===== src/rtl/loader_pkg.sv =====
// Shared types and constants for the instruction-memory boot loader.
package loader_pkg;

  typedef enum logic [2:0] {
    IDLE,
    LEN_LO,
    LEN_HI,
    DATA,
    CSUM,
    DONE,
    ERROR
  } state_t;

  // Position of the next byte within the 32-bit word being assembled.
  typedef logic [1:0] byte_idx_t;

  // Word count carried in the frame header.
  typedef logic [15:0] word_cnt_t;

  localparam int CSUM_WIDTH = 8;

endpackage


===== src/rtl/byte_word_packer.sv =====
// Assembles accepted bytes into little-endian 32-bit words.
// word/word_valid are combinational on the 4th byte so the parent can
// register the write on the same edge that accepts that byte.
module byte_word_packer
  import loader_pkg::*;
(
  input  logic        clk,
  input  logic        reset,
  input  logic        clear,
  input  logic        accept,
  input  logic [7:0]  data,
  output logic [31:0] word,
  output logic        word_valid
);

  byte_idx_t   idx;
  logic [23:0] shift;

  // The 4th byte bypasses the shifter and lands directly in the top lane.
  assign word       = {data, shift};
  assign word_valid = accept && (idx == 2'd3);

  // Byte index and lower three lanes of the word under construction.
  always_ff @(posedge clk) begin
    // NOTE: sequential state is updated with non-blocking assignments only,
    // so every register samples values from before the edge.
    if (reset || clear) begin
      idx   <= '0;
      shift <= '0;
    end else if (accept) begin
      idx <= idx + 2'd1;
      case (idx)
        2'd0:    shift[7:0]   <= data;
        2'd1:    shift[15:8]  <= data;
        2'd2:    shift[23:16] <= data;
        default: ; // top lane comes straight from data
      endcase
    end
  end

endmodule


===== src/rtl/imem_loader.sv =====
// Boot-time instruction-memory loader: receives a framed byte stream,
// writes little-endian words to consecutive addresses, verifies an 8-bit
// checksum and keeps the processor in reset until a load is verified.
module imem_loader
  import loader_pkg::*;
#(
  parameter int          ADDR_WIDTH = 10,
  parameter logic [31:0] BASE_ADDR  = 32'h0000_0000
) (
  input  logic        clk,
  input  logic        reset,
  input  logic        start,
  input  logic [7:0]  in_data,
  input  logic        in_valid,
  output logic        in_ready,
  output logic        wr_en,
  output logic [31:0] wr_addr,
  output logic [31:0] wr_data,
  output logic        hold_cpu,
  output logic        done,
  output logic        error
);

  state_t                 state;
  word_cnt_t              n_words;
  word_cnt_t              word_cnt;
  logic [7:0]             len_lo;
  logic [CSUM_WIDTH-1:0]  csum_acc;

  logic                   accept;
  logic                   can_start;
  logic                   pack_accept;
  word_cnt_t              len_word;
  logic                   too_long;
  logic [CSUM_WIDTH-1:0]  csum_final;
  logic [31:0]            word;
  logic                   word_valid;

  assign accept      = in_valid && in_ready;
  assign can_start   = start && (state == IDLE || state == DONE || state == ERROR);
  assign pack_accept = accept && (state == DATA);
  assign len_word    = {in_data, len_lo};
  // A count above capacity would run the address past the end of memory.
  assign too_long    = ({16'd0, len_word} > (32'd1 << ADDR_WIDTH));
  assign csum_final  = csum_acc + in_data;

  byte_word_packer u_packer (
    .clk        (clk),
    .reset      (reset),
    .clear      (can_start),
    .accept     (pack_accept),
    .data       (in_data),
    .word       (word),
    .word_valid (word_valid)
  );

  // Load sequencer: frame parsing, write port, checksum and status outputs.
  always_ff @(posedge clk) begin
    if (reset) begin
      state    <= IDLE;
      in_ready <= 1'b0;
      wr_en    <= 1'b0;
      wr_addr  <= BASE_ADDR;
      wr_data  <= '0;
      hold_cpu <= 1'b1;
      done     <= 1'b0;
      error    <= 1'b0;
      n_words  <= '0;
      word_cnt <= '0;
      len_lo   <= '0;
      csum_acc <= '0;
    end else begin
      // The write register is separate from the shifter so bytes of the
      // next word can stream in while this word is being written.
      wr_en <= word_valid;
      if (word_valid) wr_data <= word;
      if (wr_en)      wr_addr <= wr_addr + 32'd4;

      case (state)
        IDLE, DONE, ERROR: begin
          if (start) begin
            state    <= LEN_LO;
            in_ready <= 1'b1;
            hold_cpu <= 1'b1;
            done     <= 1'b0;
            error    <= 1'b0;
            wr_addr  <= BASE_ADDR;
            word_cnt <= '0;
            csum_acc <= '0;
          end
        end

        LEN_LO: begin
          if (accept) begin
            len_lo <= in_data;
            state  <= LEN_HI;
          end
        end

        LEN_HI: begin
          if (accept) begin
            n_words <= len_word;
            if (too_long) begin
              state    <= ERROR;
              error    <= 1'b1;
              in_ready <= 1'b0;
            end else if (len_word == '0) begin
              state <= CSUM;
            end else begin
              state <= DATA;
            end
          end
        end

        DATA: begin
          if (accept) csum_acc <= csum_acc + in_data;
          if (word_valid) begin
            word_cnt <= word_cnt + 16'd1;
            if (word_cnt == n_words - 16'd1) state <= CSUM;
          end
        end

        CSUM: begin
          if (accept) begin
            in_ready <= 1'b0;
            if (csum_final == '0) begin
              state    <= DONE;
              done     <= 1'b1;
              hold_cpu <= 1'b0;
            end else begin
              state <= ERROR;
              error <= 1'b1;
            end
          end
        end

        default: begin
          state    <= IDLE;
          in_ready <= 1'b0;
        end
      endcase
    end
  end

endmodule


===== config.mk =====
export PLATFORM = sky130hd
export DESIGN_NAME = imem_loader
export DESIGN_NICKNAME = d
export VERILOG_FILES = /design/src/rtl/loader_pkg.sv /design/src/rtl/byte_word_packer.sv /design/src/rtl/imem_loader.sv
export SDC_FILE = /design/constraint.sdc
export NUM_CORES = 1
export LEC_CHECK = 0
export ABC_AREA = 1
export BUFFER_PORTS_ARGS = -buffer_cell sky130_fd_sc_hd__clkbuf_2
export CAP_MARGIN = 40
export CORE_ASPECT_RATIO = 1.5
export CORE_MARGIN = 1.5
export CORE_UTILIZATION = 63
export DETAILED_ROUTE_END_ITERATION = 8
export PLACE_DENSITY_LB_ADDON = 0.25
export SLEW_MARGIN = 20
export SYNTH_ARGS = -nofsm -noshare
export SYNTH_HDL_FRONTEND = slang
export SYNTH_HIERARCHICAL = 1
export SYNTH_SLANG_ARGS = --single-unit

===== constraint.sdc =====
create_clock -name clk -period 8.2 [get_ports clk]
set_input_delay 2.46 -clock clk [delete_from_list [all_inputs] [get_ports clk]]
set_output_delay 2.46 -clock clk [all_outputs]
set_load 0.01 [all_outputs]

==> impl_metrics.toml <==
[worst_hold_path]
worstHoldPathType = "reg -> reg"

[critical_path]
crit_type = "in -> reg"
worstPathCellList = "clkbuf_2 -> ha_1 -> fa_1 -> nand3_1 -> nand2_1 -> nand2_1 -> nand2_1 -> nand2_1 -> nand2_1 -> nor2_1 -> nand3_1 -> nand2_1 -> o211ai_1 -> nand2_1 -> a21oi_1"
reg2reg_slack_ns = 5.50
slowest_stage = "fa_1"
cp_top_family = "simple AND/OR/NAND/NOR gates"
crit_buf_inv = 1
cp_data_required_time_ns = 8.48
critPathMaxFanout = 8
crit_path_frequent_cell = "nand2_1"
slowest_delay_ns = 0.41
cp.arrival_ns = 4.46
cp-end-kind = "flop"
cp-start-kind = "input port"

[synthesis]
synth_edf_count = 0
synth.top_cell.area_share_pct = 40.5
netlist_instances = 1028
ys_ff_latch = 144
yosysMostFrequentCell = "nor2_1"
synth_common_cells = "nor2_1 (241), nand2_1 (199), dfxtp_1 (144), inv_1 (106), o21ai_0 (74)"
synth_area_leaders = "dfxtp_1 (40%), nor2_1 (13%), nand2_1 (10%)"
synth_top_cell_by_area = "dfxtp_1"
ys_types = 43
postSynth.asyncResetShare_pct = 0
synth_ff_type = "dfxtp_1"
synth-seq-area-share_pct = 40.5
syn_area_per_cell_um2 = 6.93
syn_area_um2 = 7130
ys.warnings.count = 6

[clock_network]
cts-htree-levels = 4
cts_max_path_buffers = 2
cts-root-buf = "clkbuf_16"
insertion_delay_ns = 0.42
cts_setup_buffers = 0
ctsHoldBuffers = 0
cts_tree = "done"
clock_sinks = 144
clk_pin_slew_ns = 0.06
cts_resized = 0
numCtsBuffers = 17

[job]
cap_violations = 0

[placement]
portBuffers = 78
gp_congestion = 0.999
dp_hpwl_mm = 12.2
pre_cts_ws_ns = 3.65

[global_routing]
gr-total-overflow = 0
grt_pass1_wl_mm = 28.7
grt_start_max_net_pins = 34
track_usage_pct = 29.4
antenna_found_initial = 0
grt_pass1_vias = 6391

[timing]
slew_violations = 0
setup_slack_ns = 4.02
worstMarginPinSlew_ns = 0.654
fin_crit_sh_pct = 51.0
fmax_ghz = 0.239
slew_headroom_pct = 56.4
rsz0062_at_grt = "false"
fin_skew_ns = 0.00950
setup_viol = 0
fin_crit_ns = 4.18
finalHoldViolations = 0
tns_ns = 0
hold_ws_ns = 0.468

[floorplanning]
die_x_um = 89.8
core_area_um2 = 11100
ios = 81
dieArea_um2 = 12000
start_util_pct = 64.5
rows = 47
die_h_um = 133

[layout]
fin_util_pct = 73.4
diodes = 0
fin_nets = 1122
area_delta_synth_final_pct = 13.9
drive_above_1_share_pct = 13.3
fill_cells = 927

[routing]
wl_per_cell_um = 13.8
drc = 0
drt_iter0_drc = 307
via_count = 6705
vias_per_cell = 5.34
first_pass_iters = 5
finalWirelength_mm = 17.3
ant_nets = 0

[power_and_ir_drop]
p_leak_nw = 3.87
p_total_mw = 1.86
ir_drop_mv = 0.174
p_per_area_nw_per_um2 = 229

[outcome]
status = "finished, final reports clean"
-- cell families (layout without fill, tap and decap cells) --
family / count (synthesis) / after routing / synth area share (%)
AO/OA/AOI/OAI: 139 / 139 / 10.4
adder cells (fa/ha/maj): 15 / 15 / 2.74
buffers and inverters: 148 / 227 / 8.99
other: 1 / 2 / 0.0526
AND/OR/NAND/NOR: 545 / 545 / 32.9
XOR/XNOR: 36 / 36 / 4.42
flip-flops: 144 / 144 / 40.5
-- stage by stage --
step / std cells / instance area [um^2]
after floorplan: 1029 / 7130
after global placement: 1222 / 7510
after detailed placement: 1223 / 7540
after CTS: 1255 / 8110
after global routing: 1255 / 8110
final: 1255 / 8110
-- worst reg2reg max path: stages (launching register included) --
cell and delay, ns:
dfxtp_1 0.42, nand2_2 0.10, nor2_4 0.23, inv_2 0.14, nor2_1 0.14, nand2_1 0.06, inv_1 0.30, clkinv_1 0.22
o21ai_4 0.29, nand2_2 0.13, nor3_4 0.24, nand2_2 0.11, xor2_1 0.15, nor2_1 0.05
-- registers in the layout (all words and copies together), names as in the netlist, 2 cells and up --
| register | cells |
|---|---|
| u_packer/shift | 24 |
| u_packer/idx | 2 |
| n_words | 16 |
| state | 3 |
| csum_acc | 8 |
| len_lo | 8 |
| word_cnt | 16 |
| wr_addr | 30 |
| wr_data | 32 |
-- per-layer routing --
layer | wire length, um | global-route usage (%) | vias up
met5 | 0 | 0 | -
met4 | 642 | 15.5 | 0
met2 | 9050 | 55.6 | 245
met1 | 6690 | 30.8 | 3040
li1 | - | - | 3366
met3 | 890 | 5.02 | 54
-- worst paths after layout --
path / startpoint / endpoint / cells after the start
setup / recovery: in_data[0] / done / 15
hold reg to reg: csum_acc[5] / csum_acc[5] / 2
setup reg to reg: state[0] / word_cnt[7] / 13
hold / removal: csum_acc[5] / csum_acc[5] / 2
-- power breakdown --
part | leakage, nW | switching, mW | internal (mW)
Sequential | 1.16 | 0.0284 | 0.730
Clock | 0.261 | 0.301 | 0.451
Combinational | 2.45 | 0.237 | 0.113
-- cell type report --
| type | instances | area (um^2) | share of cell area, % |
|---|---|---|---|
| Multi-Input combinational cell | 737 | 3610 | 44.4 |
| Sequential cell | 144 | 2880 | 35.5 |
| Timing Repair Buffer | 83 | 448 | 5.52 |
| Clock buffer | 21 | 440 | 5.43 |
| Inverter | 112 | 420 | 5.18 |
| Tap cell | 147 | 184 | 2.27 |
| Clock inverter | 11 | 133 | 1.63 |
-- layout by cell type, fill, tap and decap left out, types with 3 or more instances in the layout --
cell type and n:
nor2_1 241, nand2_1 199, dfxtp_1 144, inv_1 106, clkbuf_2 78, o21ai_0 74, a21oi_1 51, nand3_1 39
xor2_1 23, clkbuf_16 17, ha_1 14, nand4_1 13, xnor2_1 13, nor3_1 13, nand2_2 10, inv_2 5
a211oi_1 5, clkinvlp_4 5, or2_2 4, nor3b_1 4, nand3b_1 4, clkbuf_1 4, buf_4 4, nor2_4 3
nor4_1 3, nor2_2 3, inv_6 3, nand2_8 3
Power figures use the tool's default switching activity.
